==> src/rtl/sraml_arbiter.sv <==
// sraml_arbiter
//   Shares one sram-like master port between the instruction-side and
//   data-side sram-like requesters. Only one transaction is in flight at a
//   time; the IDLE cycle between transactions is where the next owner is
//   chosen.
//
//   Arbitration: the side selected by DATA_PRIO wins simultaneous requests,
//   except that after STARVE_LIMIT consecutive preferred grants made while the
//   other side was waiting, the other side is forced through once.
//
// Ports
//   clk, rst                        clock (rising edge), async active-low reset
//   inst_* / data_*                 requester sides: req, wr, size, addr, wdata in;
//                                   addr_ok, data_ok, rdata out
//   m_req, m_wr, m_size,
//   m_addr, m_wdata                 master request, valid only while in ADDR
//   m_addr_ok, m_data_ok, m_rdata   master handshakes and read data
module sraml_arbiter #(
    parameter int DATA_PRIO    = 1,
    parameter int STARVE_LIMIT = 4
) (
    input  logic        clk,
    input  logic        rst,

    input  logic        inst_req,
    input  logic        inst_wr,
    input  logic [1:0]  inst_size,
    input  logic [31:0] inst_addr,
    input  logic [31:0] inst_wdata,
    output logic        inst_addr_ok,
    output logic        inst_data_ok,
    output logic [31:0] inst_rdata,

    input  logic        data_req,
    input  logic        data_wr,
    input  logic [1:0]  data_size,
    input  logic [31:0] data_addr,
    input  logic [31:0] data_wdata,
    output logic        data_addr_ok,
    output logic        data_data_ok,
    output logic [31:0] data_rdata,

    output logic        m_req,
    output logic        m_wr,
    output logic [1:0]  m_size,
    output logic [31:0] m_addr,
    output logic [31:0] m_wdata,
    input  logic        m_addr_ok,
    input  logic        m_data_ok,
    input  logic [31:0] m_rdata
);

    typedef enum logic [1:0] {IDLE, ADDR, WAIT} state_t;

    // owner / preference encoding: 0 = inst, 1 = data
    localparam logic       PREF  = (DATA_PRIO != 0);
    localparam logic [3:0] LIMIT = 4'(STARVE_LIMIT);

    state_t     state;
    logic       owner;
    logic [3:0] starve_cnt;

    logic pref_req, oth_req, own_req;
    logic in_addr, in_wait, data_fire;

    assign pref_req = PREF ? data_req : inst_req;
    assign oth_req  = PREF ? inst_req : data_req;
    assign own_req  = owner ? data_req : inst_req;

    assign in_addr  = (state == ADDR);
    assign in_wait  = (state == WAIT);

    // A slave may finish the whole transfer in the address cycle; that
    // completion is forwarded exactly like a normal WAIT-state data_ok.
    assign data_fire = (in_wait & m_data_ok) | (in_addr & m_addr_ok & m_data_ok);

    always_ff @(posedge clk or negedge rst) begin
        if (!rst) begin
            state      <= IDLE;
            owner      <= 1'b0;
            starve_cnt <= 4'd0;
        end else begin
            case (state)
                IDLE: begin
                    if (inst_req | data_req) begin
                        state <= ADDR;
                        if (pref_req && oth_req) begin
                            if (starve_cnt == LIMIT) begin
                                owner      <= ~PREF;
                                starve_cnt <= 4'd0;
                            end else begin
                                // cnt < LIMIT here, so this never overshoots
                                owner      <= PREF;
                                starve_cnt <= starve_cnt + 4'd1;
                            end
                        end else begin
                            owner      <= pref_req ? PREF : ~PREF;
                            starve_cnt <= 4'd0;
                        end
                    end
                end
                ADDR: begin
                    if (m_addr_ok)
                        state <= m_data_ok ? IDLE : WAIT;
                    else if (!own_req)
                        state <= IDLE;   // requester withdrew: no handshake
                end
                WAIT: begin
                    if (m_data_ok)
                        state <= IDLE;
                end
                default: state <= IDLE;
            endcase
        end
    end

    // Master command: owner's inputs while in ADDR, all zero otherwise.
    assign m_req   = in_addr & own_req;
    assign m_wr    = in_addr & (owner ? data_wr : inst_wr);
    assign m_size  = in_addr ? (owner ? data_size  : inst_size)  : 2'b00;
    assign m_addr  = in_addr ? (owner ? data_addr  : inst_addr)  : 32'd0;
    assign m_wdata = in_addr ? (owner ? data_wdata : inst_wdata) : 32'd0;

    // Handshakes are routed only to the owner and only in the matching state.
    assign inst_addr_ok = in_addr & ~owner & m_addr_ok;
    assign data_addr_ok = in_addr &  owner & m_addr_ok;
    assign inst_data_ok = data_fire & ~owner;
    assign data_data_ok = data_fire &  owner;

    assign inst_rdata = m_rdata;
    assign data_rdata = m_rdata;

endmodule

==> config.mk <==
export PLATFORM = sky130hd
export DESIGN_NAME = sraml_arbiter
export DESIGN_NICKNAME = d
export VERILOG_FILES = /design/src/rtl/sraml_arbiter.sv
export SDC_FILE = /design/constraint.sdc
export NUM_CORES = 1
export LEC_CHECK = 0
export ABC_CLOCK_PERIOD_IN_PS = 1350
export BUFFER_PORTS_ARGS = -buffer_cell sky130_fd_sc_hd__buf_2
export CAP_MARGIN = 20
export CORE_AREA = 3 3 118 120
export DETAILED_ROUTE_END_ITERATION = 8
export DIE_AREA = 0 0 121 123
export GPL_ROUTABILITY_DRIVEN = 0
export HOLD_SLACK_MARGIN = 0.08
export REMOVE_ABC_BUFFERS = 1
export SLEW_MARGIN = 10
export SYNTH_ARGS = -nofsm -noshare
export SYNTH_HDL_FRONTEND = slang
export SYNTH_SLANG_ARGS = --single-unit
==> constraint.sdc <==
create_clock -name clk -period 1.35 [get_ports clk]
set_clock_uncertainty 0.15 [all_clocks]
set_input_delay 0 -clock clk [delete_from_list [all_inputs] [get_ports clk]]
set_output_delay 0 -clock clk [all_outputs]
set_load 0.03 [all_outputs]
## Word level (Yosys, flattened, before mapping)

Index checks and enable logic that the tools add are counted.

| storage, ports and cells | value |
|---|---|
| register bits | 7 |
| latch bits | 0 |
| memory bits (writable) | 0 |
| ROM bits | 0 |
| input bits | 172 |
| output and inout bits | 136 |
| memories | 0 |

| operators by class | value |
|---|---|
| $add $sub $neg | 1 |
| multiply operators | 0 |
| div/mod/pow operators | 0 |
| order comparisons | 0 |
| equality and inequality tests | 6 |
| shifts and indexed selects | 0 |
| muxes and demuxes | 19 |
| bitwise operators | 14 |
| reduce and logical (&&, ||, !) cells | 4 |

Operator list:

| cell | count |
|---|---|
| 2-to-1 mux 32 bit | 4 |
| 2-to-1 mux 2 bit | 7 |
| bitwise AND 1 bit | 11 |
| 2-to-1 mux 4 bit | 2 |
| one-hot mux 2 bit (3 select lines) | 1 |
| 2-to-1 mux 1 bit | 5 |
| adder 4 x 1 -> 4 bit (second input constant) | 1 |
| == test 4 x 3 -> 1 bit (second input constant) | 1 |
| != test 2 bit (second input constant) | 2 |
| != test 3 bit (second input constant) | 1 |
| AND reduction 3 bit | 1 |
| == test 2 x 1 -> 1 bit (second input constant) | 1 |
| == test 2 bit (second input constant) | 1 |
| zero test 2 bit | 1 |
| OR 1 bit | 2 |
| AND reduction 2 bit | 1 |
| logical AND 1 bit | 1 |
| inverter 1 bit | 1 |

## Longest topological paths before layout

| logic depth | value |
|---|---|
| word-level depth | 5 |
| mapped depth | 5 |
| depth with buffers taken out | 5 |

## Worst setup path before layout

OpenSTA, ideal clock, no wires.

| path | value |
|---|---|
| kind | register to output |
| from | reg state[1] |
| to | out data_data_ok |
| arrival time | 1.410 ns |
| required time | 1.200 ns |
| slack | -0.210 ns |
| cell stages (with the launch flop) | 3 |
| cell sequence | dfrtp_1 nand3b_1 a211oi_1 |

| on the way | value |
|---|---|
| longest elaborated chain between the ends | 5 |
| elaborated cells on any way between the ends | 7 |
| classes of those cells | 2 x eq/ne; 5 x bitwise |

RTL lines:

| item | RTL line | source |
|---|---|---|
| start: declaration | 59 | `state_t state;` |
| start signal: assignment | 104 | `state <= m_data_ok ? IDLE : WAIT;` |
| == test 2 x 1 -> 1 bit | 70 | `assign in_addr = (state == ADDR);` |
| bitwise AND 1 bit (2 in series) | 75 | `assign data_fire = (in_wait & m_data_ok) \| (in_addr & m_addr_ok & m_data_ok);` |
| OR 1 bit (*) | 75 |  |
| bitwise AND 1 bit (*) | 128 | `assign data_data_ok = data_fire & owner;` |
| end: declaration | 40 | `output logic data_data_ok,` |

Every way passes the cells marked *; elsewhere a longest branch is shown, timed or not.

## Worst setup path in the final report

| path | value |
|---|---|
| from | reg state[1] |
| to | out m_size[0] |

| on the way | value |
|---|---|
| longest elaborated chain between the ends | 2 |

RTL lines:

| item | RTL line | source |
|---|---|---|
| == test 2 x 1 -> 1 bit | 70 |  |
| 2-to-1 mux 2 bit | 120 | `assign m_size = in_addr ? (owner ? data_size : inst_size) : 2'b00;` |
| end: declaration | 45 | `output logic [1:0] m_size,` |

Every way passes these cells.

==> run metrics <==
estimated wirelength of the detail-placed design 8.43 mm; Chip Height 123 um; Routed WL ~12 mm; minimum clock period after layout 1.72 ns; Least-Margin Pin Slew 0.777 ns; VDD IR max 0.563 mV; startpoint types register; Yosys cell types 27; Placed Area 0.00243 mm2; ANT cells 0; die width 121 um; Clock Sink Count 7; initial antenna violation count 0; P_int between 3 and 4 mW; clock share of power 6.4%; Sw Ratio 54.1%; finished layout cell area 0.00342 mm2; TritonRoute pass-1 iters 4; Achievable Freq around 580 MHz; Hold Fails Final Rpt 0; Vias 2339; Worst Path Arrival between 1.5 and 2 ns; max-cap check violation count 0; Worst Reg-to-Reg Cells 4; Synth Cell Area 0.00161 mm2; share of cells above drive strength 1 66.2%; fin crit share 127%; worst r2r src state[1]; Net Sw Power between 4 and 5 mW; vias in the first global route 2179; I/O Buffers 211; layout overhead on the synthesized area 113%; CP Class reg2out; violated checks negative setup slack; initial core utilization between 10% and 20%; Hold Startpoint m_addr_ok; clk buf depth 2; core area 0.0131 mm2; Final setup viols 75; Comb pwr share 88.8%; Die ar. 0.0149 mm2; headroom to the max-slew limit approximately half; Final Net Count 560; RSZ-0062 raised after global routing true; FP Rows 42; Syn Area/Cell 8.46 um2; Top delay family on crit path buffers and inverters; sink of the worst hold path state[1]; outcome finished with violations; P_leak roughly 1.7 nW; ys flop type dfrtp_1; # DRC 0; fin worst setup slack -0.367 ns; Via density approximately 4.2; drt wl/cell roughly 21 um; most frequent cells in the layout buf_2, a22o_1, buf_6; Ports 308; critical path's largest stage delay about 0.37 ns; Crit-path slowest cell dfrtp_1; Tot GR Track Use 12.6%; Max Slew Vio Count 0; latest clock arrival within the worst-skew pair 0.23 ns; RR Endpoint starve_cnt[2]; CP max FO 12; part of the Yosys area used for sequential elements 10.9%; buffers plus inverters on the worst setup path 3; Multi-input gate area 902 um2; H-tree levels 1; Syn. warnings 0; antenna viol nets, final 0; # fillers 1386; Reg power frac under 10%; number of synthesized register bits 7; total gr overflow 0; top cells by area, synth a22o_1, buf_4, dfrtp_1, buf_6, a32o_1; DR iter-0 viols 162; Clock Tree Root clkbuf_16; CTS Buf Count 3; pin count of the biggest net entering global routing 48; setup slack, reg-to-reg -0.15 ns; global-route wire length before repair 14.1 mm; Worst-path clk slew roughly 0.040 ns; pwr dens 2320 mW/mm2; crit path cell chain nand2b_4 -> nor2_4 -> buf_4 -> clkbuf_16 -> a22o_1 -> buf_6; Tightest Hold Check Type in2reg; Syn Inst Count 190; hold depth 3; Synth top area share a little under two fifths; CP Capture Type output pin; top cell type by total area after synthesis a22o_1; sequential cell area 178 um2; critical path data required time around 1.2 ns; CTS tree built; EDFF count, synth 0; Post-Route Hold Slack between 0.09 and 0.1 ns; most common cell after layout, fill and taps aside buf_2; asr flop ratio synth 100%
-- power groups by stage --
stage | clock network, mW | registers, mW | logic [mW]
final | 0.508 | 0.380 | 7.04
after floorplan | 0 | 0.360 | 3.35
after detailed placement | 0 | 0.370 | 5.17
after global placement | 0 | 0.365 | 5.20
after CTS | 0.514 | 0.373 | 6.51
after global routing | 0.538 | 0.390 | 7.33
-- final cells by class --
type / count / area share (%)
clock buffers: 4 / 2.31
inverters: 5 / 0.549
multi-input cells: 100 / 26.4
flip-flops and latches: 7 / 5.20
well taps: 176 / 6.44
repair buffers: 269 / 59.1
-- per-layer routing --
| metal | vias up | share of wire, % | track usage [%] |
|---|---|---|---|
| li1 | 1049 | - | - |
| met1 | 1128 | 45 | 18.4 |
| met2 | 154 | 42 | 16.8 |
| met3 | 6 | 12 | 5.81 |
| met4 | 2 | 0.64 | 1.70 |
| met5 | - | 0.67 | 4.17 |
-- repair_timing --
action,4_1_cts,5_1_grt
buffers inserted,0,3
pin swaps,1,25
resized for setup,112,30
gates cloned,0,4
hold buffers,38,0
endpoints found under the hold margin,78,0
endpoints found under the setup margin,77,77
-- sequential cells by signal (all words and copies together), names as in the netlist --
register and count:
state 2, starve_cnt 4, owner 1
-- kinds of logic (layout without fill, tap and decap cells) --
family | after synthesis | after routing | synth area share (%)
fa+ha+maj | 2 | 2 | 1.56
compound gates | 81 | 81 | 42.7
flops | 7 | 7 | 10.9
simple gates | 15 | 15 | 5.68
mux | 2 | 2 | 1.32
buf+inv | 83 | 278 | 37.8
-- metrics by stage --
stage                     TNS [ns]  power [mW]  utilization, %  setup slack (ns)  cells
final                       -22.83        7.93            26.1            -0.367    561
after floorplan             -77.59        3.71               -             -1.15    112
after CTS                   -20.51        7.40            24.7            -0.333    554
after global routing        -28.21        8.26            26.1            -0.428    561
after detailed placement     -7.09        5.54            18.5            -0.170    512
after global placement       -6.16        5.57            18.5            -0.186    512
-- cells in the mapped netlist, types with 2 or more instances --
library cell  count
a22o_1           68
nor2_2            2
a21oi_1           3
buf_2             6
o21ai_0           3
buf_4            67
a32o_1            3
inv_1             4
nor2_1            4
a211oi_1          2
dfrtp_1           7
buf_6             5
ha_1              2
-- worst reg2reg max path, cell delays in order, from the launching register on --
cell and delay [ns]:
dfrtp_1 0.37, buf_4 0.15, or4b_1 0.50, o21ai_1 0.10, a32o_2 0.17
-- worst max-delay path by stage --
| stage | start | to | slack [ns] | cells after the start |
|---|---|---|---|---|
| 2_1_floorplan | state[1] | m_addr[0] | -1.15 | 3 |
| 3_3_place_gp | state[0] | m_wdata[15] | -0.19 | 5 |
| 3_5_place_dp | state[0] | m_wdata[15] | -0.17 | 5 |
| 4_1_cts | state[1] | m_wdata[31] | -0.33 | 5 |
| 5_1_grt | state[1] | m_wdata[23] | -0.43 | 6 |
| 6_report | state[1] | m_size[0] | -0.37 | 6 |
Power figures use the tool's default switching activity.
